==> config.mk <==
export PLATFORM = sky130hd
export DESIGN_NAME = johnson_seq_ctrl
export DESIGN_NICKNAME = d
export VERILOG_FILES = /design/src/rtl/johnson_seq_ctrl_pkg.sv /design/src/rtl/johnson_stepper.sv /design/src/rtl/johnson_seq_ctrl.sv
export SDC_FILE = /design/constraint.sdc
export NUM_CORES = 1
export LEC_CHECK = 0
export BUFFER_PORTS_ARGS = -buffer_cell sky130_fd_sc_hd__buf_2
export CAP_MARGIN = 20
export CELL_PAD_IN_SITES_DETAIL_PLACEMENT = 1
export CELL_PAD_IN_SITES_GLOBAL_PLACEMENT = 1
export CORE_MARGIN = 3
export CORE_UTILIZATION = 42
export DETAILED_ROUTE_END_ITERATION = 16
export MAX_ROUTING_LAYER = met4
export PLACE_DENSITY = 0.91
export RECOVER_POWER = 25
export SYNTH_ARGS = -nofsm -noshare
export SYNTH_HDL_FRONTEND = slang
export SYNTH_SLANG_ARGS = --single-unit
==> constraint.sdc <==
create_clock -name clk -period 2.1 [get_ports clk]
set_input_delay 0.42 -clock clk [delete_from_list [all_inputs] [get_ports clk]]
set_output_delay 0.42 -clock clk [all_outputs]
set_load 0.03 [all_outputs]
==> src/rtl/johnson_seq_ctrl_pkg.sv <==
// Shared definitions for the Johnson phase-generator run controller:
// controller state encoding and the legal-pattern check.
package johnson_seq_ctrl_pkg;

    typedef enum logic [1:0] {
        ST_IDLE   = 2'd0,
        ST_RUN    = 2'd1,
        ST_PAUSED = 2'd2
    } state_e;

    // Widest register the legal-pattern check accepts.
    localparam int MAX_WIDTH = 32;

    // A legal Johnson pattern is 0..01..1 or 1..10..0. Both forms have at
    // most one place where adjacent bits differ. Only the low 'width' bits
    // of q are examined.
    function automatic logic johnson_legal(input logic [MAX_WIDTH-1:0] q,
                                           input int                   width);
        int n_edges;
        n_edges = 0;
        for (int i = 0; i < MAX_WIDTH - 1; i++) begin
            if ((i < width - 1) && (q[i] != q[i+1])) begin
                n_edges++;
            end
        end
        return (n_edges <= 1);
    endfunction

endpackage

==> src/rtl/johnson_stepper.sv <==
// WIDTH-stage Johnson register with a matching phase index.
// clr has priority over en. clr returns the register to the all-zero phase 0.
module johnson_stepper #(
    parameter  int WIDTH = 4,
    localparam int PW    = $clog2(2 * WIDTH)
) (
    input  logic             clk,
    input  logic             reset,
    input  logic             en,
    input  logic             clr,
    output logic [WIDTH-1:0] q,
    output logic [PW-1:0]    phase
);

    localparam logic [PW-1:0] LAST_PHASE = PW'(2 * WIDTH - 1);

    logic [WIDTH-1:0] r_q;
    logic [PW-1:0]    r_phase;

    // Shift in the inverted MSB on every enabled step. Phase tracks the step modulo 2*WIDTH.
    // NOTE: state registers use non-blocking assignment so every flop samples pre-edge values.
    always_ff @(posedge clk or posedge reset) begin
        if (reset) begin
            r_q     <= '0;
            r_phase <= '0;
        end else if (clr) begin
            r_q     <= '0;
            r_phase <= '0;
        end else if (en) begin
            r_q     <= {r_q[WIDTH-2:0], ~r_q[WIDTH-1]};
            r_phase <= (r_phase == LAST_PHASE) ? '0 : r_phase + PW'(1);
        end
    end

    assign q     = r_q;
    assign phase = r_phase;

endmodule

==> src/rtl/johnson_seq_ctrl.sv <==
// Run controller for a Johnson phase generator. It runs a programmed number of
// full revolutions and supports hold and abort. It also recovers from illegal patterns.
// Every output comes from a register.
module johnson_seq_ctrl
    import johnson_seq_ctrl_pkg::*;
#(
    parameter  int WIDTH = 4,
    parameter  int CNT_W = 8,
    localparam int PW    = $clog2(2 * WIDTH)
) (
    input  logic             clk,
    input  logic             reset,
    input  logic             start,
    input  logic [CNT_W-1:0] cycles,
    input  logic             hold,
    input  logic             abort,
    output logic [WIDTH-1:0] q,
    output logic [PW-1:0]    phase,
    output logic             busy,
    output logic             done,
    output logic             wrap,
    output logic             err
);

    localparam logic [PW-1:0] LAST_PHASE = PW'(2 * WIDTH - 1);

    state_e           r_state, w_state_n;
    logic [CNT_W-1:0] r_rem,   w_rem_n;
    logic             r_busy,  w_busy_n;
    logic             r_done,  w_done_n;
    logic             r_wrap,  w_wrap_n;
    logic             r_err,   w_err_n;

    logic             w_step_en;
    logic             w_step_clr;
    logic [WIDTH-1:0] w_q;
    logic [PW-1:0]    w_phase;
    logic             w_legal;

    johnson_stepper #(.WIDTH(WIDTH)) u_stepper (
        .clk   (clk),
        .reset (reset),
        .en    (w_step_en),
        .clr   (w_step_clr),
        .q     (w_q),
        .phase (w_phase)
    );

    assign w_legal = johnson_legal(MAX_WIDTH'(w_q), WIDTH);

    // Control state, revolution counter and the registered status flags.
    always_ff @(posedge clk or posedge reset) begin
        if (reset) begin
            r_state <= ST_IDLE;
            r_rem   <= '0;
            r_busy  <= 1'b0;
            r_done  <= 1'b0;
            r_wrap  <= 1'b0;
            r_err   <= 1'b0;
        end else begin
            r_state <= w_state_n;
            r_rem   <= w_rem_n;
            r_busy  <= w_busy_n;
            r_done  <= w_done_n;
            r_wrap  <= w_wrap_n;
            r_err   <= w_err_n;
        end
    end

    // Next state. Priority is abort, then illegal-pattern correction, then hold, then step.
    // NOTE: every output of this block gets a default first, so no path can infer a latch.
    always_comb begin
        w_state_n  = r_state;
        w_rem_n    = r_rem;
        w_busy_n   = r_busy;
        w_done_n   = 1'b0;
        w_wrap_n   = 1'b0;
        w_err_n    = r_err;
        w_step_en  = 1'b0;
        w_step_clr = 1'b0;

        unique case (r_state)
            ST_IDLE: begin
                if (start) begin
                    if (cycles != '0) begin
                        w_state_n  = ST_RUN;
                        w_busy_n   = 1'b1;
                        w_rem_n    = cycles;
                        w_err_n    = 1'b0;
                        w_step_clr = 1'b1;
                    end else begin
                        w_done_n = 1'b1;
                    end
                end
            end

            ST_RUN, ST_PAUSED: begin
                if (abort) begin
                    w_state_n  = ST_IDLE;
                    w_busy_n   = 1'b0;
                    w_rem_n    = '0;
                    w_step_clr = 1'b1;
                end else if (!w_legal) begin
                    // Restart the revolution from phase 0. Completed revolutions still count.
                    w_step_clr = 1'b1;
                    w_err_n    = 1'b1;
                end else if (hold) begin
                    w_state_n = ST_PAUSED;
                end else begin
                    w_state_n = ST_RUN;
                    w_step_en = 1'b1;
                    if (w_phase == LAST_PHASE) begin
                        // The register steps back to all-zero on this edge, which completes a revolution.
                        w_wrap_n = 1'b1;
                        w_rem_n  = r_rem - CNT_W'(1);
                        if (r_rem == CNT_W'(1)) begin
                            w_done_n  = 1'b1;
                            w_busy_n  = 1'b0;
                            w_state_n = ST_IDLE;
                        end
                    end
                end
            end

            default: begin
                w_state_n  = ST_IDLE;
                w_busy_n   = 1'b0;
                w_rem_n    = '0;
                w_step_clr = 1'b1;
            end
        endcase
    end

    assign q     = w_q;
    assign phase = w_phase;
    assign busy  = r_busy;
    assign done  = r_done;
    assign wrap  = r_wrap;
    assign err   = r_err;

endmodule

=== Yosys cells after proc, flatten, opt, wreduce, memory -nomap -nowiden ===
Cells that the tools add are included.

* Output and inout bits: 11
* Register bits after elaboration: 21

* Eq/ne operators: 15
* $add $sub $neg: 4
* Muxes and demuxes: 58
* Order comparisons: 1
* Bitwise gates (word level): 1
* Reduce and logical (&&, ||, !) cells: 9

{| class="wikitable"
|+ Operators by type and width
! cell !! count
|-
| $mux 32 || 2
|-
| $mux 8 || 6
|-
| $mux 1 || 34
|-
| $add 32x2->32 const B || 1
|-
| $le 32x2->1 const B || 1
|-
| $pmux 8 s2 || 1
|-
| $ne 3x3->1 const B || 4
|-
| $mux 2 || 5
|-
| $reduce_and 5->1 || 2
|-
| $mux 3 || 3
|-
| $eq 8x1->1 const B || 1
|-
| $mux 4 || 2
|-
| $ne 2x2->1 const B || 4
|-
| $pmux 1 s2 || 4
|-
| $reduce_bool 8->1 || 1
|-
| $sub 8x1->8 const B || 1
|-
| $reduce_and 6->1 || 1
|-
| $pmux 2 s2 || 1
|-
| $reduce_bool 2->1 || 2
|-
| $add 3x1->3 const B || 1
|-
| $eq 3x3->1 const B || 1
|-
| $ne 1x1->1 || 3
|-
| $reduce_and 3->1 || 1
|-
| $add 1x1->2 const B || 1
|-
| other kinds (5) || 5
|}

=== Longest topological paths before layout ===
* Depth after elaboration: 12
* Gate-level depth with buffers: 9
* Mapped depth without buffers: 7

=== By module ===
A second synthesis with hierarchy kept.

* Cell total of the unflattened synthesis: 139
* Area, all modules: 1,337.5 um^2

{| class="wikitable"
|+ By module, submodules not included
! module !! area an instance (um^2) !! sequential area each (um^2) !! cells each !! instances
|-
| johnson_seq_ctrl || 1,011.0 || 350.3 || 112 || 1
|-
| johnson_stepper || 326.6 || 175.2 || 27 || 1
|}

=== Least setup slack after synthesis ===
No wires, ideal clock.

* Path type: register to register
* Start point: register u_stepper.r_q[2], in the netlist u_stepper.q[2]
* End point: register r_rem[5]
* Stages on the path, launching flop included: 7
* Arrival time: 1.940 ns
* Slack: 0.033 ns
* Cell sequence: dfrtp_1 xor2_1 inv_1 ha_1 o211ai_1 o2111a_2 mux2_1

* Cells in the longest elaborated chain, start to end: 7
* Elaborated cells on any way between the ends: 8
* Those cells by class: 1 x add/sub; 1 x order compare; 3 x eq/ne; 2 x mux; 1 x reduce/logical

{| class="wikitable"
|+ Ends and longest elaborated chain
! element !! RTL line !! text
|-
| start: declaration || johnson_stepper.sv:17 || <nowiki>logic [WIDTH-1:0] r_q;</nowiki>
|-
| start signal: assignment || johnson_stepper.sv:30 || <nowiki>r_q <= {r_q[WIDTH-2:0], ~r_q[WIDTH-1]};</nowiki>
|-
| $ne 1x1->1 || johnson_seq_ctrl_pkg.sv:22 || <nowiki>if ((i < width - 1) && (q[i] != q[i+1])) begin</nowiki>
|-
| $mux 32 || johnson_seq_ctrl_pkg.sv:22 ||
|-
| $add 32x2->32 || johnson_seq_ctrl_pkg.sv:23 || <nowiki>n_edges++;</nowiki>
|-
| $mux 32 (*) || johnson_seq_ctrl_pkg.sv:22 ||
|-
| $le 32x2->1 (*) || johnson_seq_ctrl_pkg.sv:26 || <nowiki>return (n_edges <= 1);</nowiki>
|-
| $ne 3x3->1 (no source line) (*) || n/a ||
|-
| $reduce_and 5->1 (no source line) (*) || n/a ||
|-
| end signal: assignment || johnson_seq_ctrl.sv:62 || <nowiki>r_rem <= w_rem_n;</nowiki>
|-
| end: declaration || johnson_seq_ctrl.sv:28 || <nowiki>logic [CNT_W-1:0] r_rem, w_rem_n;</nowiki>
|}

Mark *: on every way between the ends. The rest lies on a longest branch, timed or not.
A chain may end at the register's enable or synchronous reset.

=== Final worst setup path ===
* Start point: register u_stepper.r_q[1], in the netlist u_stepper.q[1]
* End point: register u_stepper.r_q[2], in the netlist u_stepper.q[2]

* Cells in the longest elaborated chain, start to end: 11
* Elaborated cells on any way between the ends: 17
* Those cells by class: 2 x add/sub; 1 x order compare; 2 x eq/ne; 11 x mux; 1 x reduce/logical

{| class="wikitable"
|+ Ends and longest elaborated chain
! element !! RTL line !! text
|-
| $ne 1x1->1 || johnson_seq_ctrl_pkg.sv:22 ||
|-
| $mux 1 || johnson_seq_ctrl_pkg.sv:22 ||
|-
| $add 1x1->2 || johnson_seq_ctrl_pkg.sv:23 ||
|-
| $mux 32 || johnson_seq_ctrl_pkg.sv:22 ||
|-
| $add 32x2->32 || johnson_seq_ctrl_pkg.sv:23 ||
|-
| $mux 32 || johnson_seq_ctrl_pkg.sv:22 ||
|-
| $le 32x2->1 || johnson_seq_ctrl_pkg.sv:26 ||
|-
| $mux 1 || johnson_seq_ctrl.sv:103 || <nowiki>end else if (!w_legal) begin</nowiki>
|-
| $mux 1 || johnson_seq_ctrl.sv:98 || <nowiki>if (abort) begin</nowiki>
|-
| $pmux 1 s2 / $mux 1 (equally long branches) || johnson_seq_ctrl.sv:82 || <nowiki>unique case (r_state)</nowiki>
|-
| $mux 4 / $reduce_bool 2->1 (equally long branches) || n/a ||
|}

Several ways; a longest one is shown, not always the timed one. The select of a mux whose other input is x is not followed.

==> results by stage <==
Outcome:
- The flow ran to the end, but the final reports show violations.
- The final reports fail on setup timing.

Setup path:
- The endpoint type of the worst setup path is a flip-flop.
- The slack of the worst reg-to-reg path is -0.09 ns.
- At the worst endpoint, the required time is 2.31 ns.
- In this run the worst setup path begins at u_stepper.q[1].
- The worst setup path is launched from a flip-flop.
- In this run the critical register-to-register path is captured at u_stepper.q[2].
- The signal arrival time at the worst endpoint is 2.39 ns.
- The count of cells along the worst register-to-register path is 7.
- The timing endpoint of the critical path is u_stepper.q[2].
- The start-to-end type of the worst setup path is reg -> reg.
- In this run the worst path has a maximum fanout of 6.
- The launch instance of the worst register-to-register path is u_stepper.q[1].

STA:
- The max-slew violation total from the final report is 0.
- The maximum clock frequency is 457 MHz.
- Dividing the final minimum period by the clock period gives 104%.
- Setup violations remaining at the end of the flow were counted as 11.
- The sum of negative setup slack is -0.492 ns.
- The worst path in the final design needs a cycle of roughly 2.2 ns, including I/O delays and setup.
- The tightest hold path in the finished design has a slack of approximately 0.45 ns.
- The number of hold violations in the final report came to 0.
- The relative slew slack is around 23%.
- Once routing completed, OpenROAD measured the worst setup slack at -0.0878 ns.
- The slew at the pin closest to its max-slew limit is approximately 1.2 ns.
- The post-route clock skew is 0.00370 ns.

Power:
- The peak supply drop is 0.000615 V.
- The power density over cell area is 1330 nW/um^2.
- Total power for the finished layout comes to about 2.3 mW.
- The leakage power is ~0.85 nW.

Layout:
- The repair_antennas step left the layout with diodes totalling 0.
- The finished cells cover between 1500 and 2000 sq um.
- Fill cells in the final layout number 340.
- The area of the multi-input gates is between 800 and 900 sq um.
- The final layout net count is 207.
- The layout-stage area growth over the synthesis result is 29.6%.
- The footprint of the flip-flops and latches is approximately 530 sq um.
- The proportion of layout cells with a drive suffix above 1 is between 30% and 40%.

GRT:
- The met3 layer usage reported by global route is under 10%.
- In the global route stage, overall resource usage came out at between 20% and 30%.
- The busiest metal layer after global routing is met2.
- The aggregate global routing overflow is 0.
- The wire length of the first global-routing pass is 6.17 mm.
- Global routing consumed, on the met1 layer, around a quarter of the routing resources.
- The initial antenna violation count was 0.
- The pin count of the biggest net entering global routing is 22.
- In the global route stage, met2 resource usage came out at between 30% and 40%.
- The number of global-route vias before repair is around 1300.

Min path:
- In this run the worst hold path is classified as in -> async.

Floorplan:
- The total number of placement rows is 19.
- The floorplan die width is roughly 63 um.
- The core region area is between 2000 and 3000 sq um.
- For this design the top-level I/O count stands at 24.
- The initial standard-cell utilization of the core is between 40 and 50%.
- The area enclosed by the die boundary is between 3000 and 4000 sq um.
- The die height is around 63 um.

Route:
- The DRC violation count after routing is 0.
- The count of nets left with antenna violations once routing finished came out at 0.
- The routed layout has ~1300 vias.
- The detailed router's first-iteration violation count is 66.
- The detailed-route wire length is 4.39 mm.
- The final routed wire length divided by cell count is ~19 um.
- The average vias per placed instance is approximately 5.8.
- The number of iterations in the first detailed-routing pass is 7.

Clock tree:
- The TritonCTS clock tree is yes.
- The clock drives 21 sinks.
- The insertion delay to the later sink of the worst-skew pair is 0.31 ns.
- In this run the deepest clock path goes through 2 buffers.
- The CTS buffer count is 3.
- The depth of the CTS H-tree is 1.
- Clock-pin slew was measured on the worst setup and hold paths at 0.12 ns.
- The cell sitting at the root of the clock tree is a clkbuf_4.

Synthesis:
- The share of the synthesized area in the top cell type is between 30% and 40%.
- By area the synthesized netlist is led by dfrtp_1 (39%), ha_1 (7.5%), inv_1 (3.6%).
- The instance count of the mapped netlist is 143.
- The cell with the most instances after synthesis is dfrtp_1.
- The mean post-synth cell area is ~9.4 sq um.
- The number of different library cells used by synthesis comes to approximately 40.
- Of all flip-flops after synthesis, the portion carrying an async set or reset was 100%.
- dfrtp_1 takes more of the synthesized area than any other cell.
- When the netlist entered floorplanning its net count stood at around 160.
- In this run, synthesis inferred 0 flip-flops with an integrated enable.
- Of the synthesized area, sequential elements account for 39.2%.
- The number of storage elements in the synthesis netlist is 21.
- Ranked by instance count, the synthesized netlist is headed by dfrtp_1 (21), inv_1 (13), nand2_1 (12).
- The netlist area before placement is approximately 1300 sq um.
- In the synthesized netlist the dominant register cell turns out to be dfrtp_1.
- The total of warnings raised by yosys is 0.

Place:
- In this run the cell area measured after placement is around 1600 sq um.
- The HPWL after detailed placement is ~2.8 mm.
- Input and output buffers added on the ports amount to 23.
- At the end of routability-driven placement, the weighted congestion stood at 0.876.

Job:
- The tool flagged a number of max-cap violations equal to 0.
worst max-delay path, cell delays in order (launching register included):
cell,delay [ns]
dfrtp_2,0.51
xor2_2,0.28
inv_2,0.09
ha_4,0.18
o211ai_1,0.46
buf_4,0.25
mux2i_2,0.25
nor2_1,0.06
registers in the layout, summed over array words and instances (netlist names):
name and flops:
r_rem 8, u_stepper.q 4, u_stepper.phase 3, r_state 2, busy 1, done 1
err 1, wrap 1
worst min path at each step:
stage          startpoint                  to  slack, ns  depth (start not counted)
2_1_floorplan       reset                busy       0.40                          1
3_3_place_gp        reset                wrap       0.46                          3
3_5_place_dp        reset            r_rem[0]       0.47                          3
4_1_cts             reset  u_stepper.phase[0]       0.11                          3
5_1_grt              hold          r_state[1]       0.46                          3
6_report            reset                wrap       0.45                          3
power breakdown:
group / switching (mW) / internal, mW
Clock: 0.131 / 0.0744
Sequential: 0.141 / 0.524
Combinational: 0.780 / 0.662
layer usage:
metal	vias up	wire length (um)
met1	659	1740
li1	584	-
met5	-	0
met2	53	2200
met3	21	278
met4	0	168
through the flow:
step                      worst slack, ns  util (%)  std cells
after floorplan                    0.0325         -        143
final                             -0.0878      59.9        227
after detailed placement          -0.0926      53.6        213
after CTS                         0.00620      54.8        218
after global routing               -0.163      59.9        227
after global placement              0.125      53.6        213
logic make-up (layout without fill, tap and decap cells):
group           count (synthesis)  in the layout  share of synthesized area (%)
mux                             7              7                           6.06
buf+inv                        18             60                           5.88
flops                          21             21                           39.2
simple gates                   47             47                           18.8
fa+ha+maj                       8              8                           7.46
xor+xnor                        8              8                           5.22
compound gates                 34             34                           17.4
cell usage in the layout (no fill, tap or decap), types with 4 or more instances in the layout:
| cell | n |
|---|---|
| a21oi_1 | 5 |
| a22oi_1 | 4 |
| buf_2 | 23 |
| buf_4 | 18 |
| dfrtp_1 | 20 |
| ha_1 | 7 |
| inv_1 | 12 |
| nand2_1 | 12 |
| nand2b_1 | 4 |
| nand3_1 | 4 |
| nor2_1 | 10 |
| o21ai_0 | 6 |
what timing repair did:
action                                  in CTS  in global routing
buffers inserted                             1                  9
hold buffers                                 0                  0
hold endpoints to repair                     0                  0
pin swaps                                    1                  7
gates resized for setup                      1                 12
endpoints found under the setup margin       8                 13
final cells by class:
class / count / area share (%)
multi-input cells: 104 / 46.6
well taps: 42 / 3.02
flip-flops and latches: 21 / 30.3
inverters: 13 / 2.81
repair buffers: 43 / 15.8
clock buffers: 4 / 1.51
No activity file was read; power rests on OpenSTA's default activity.
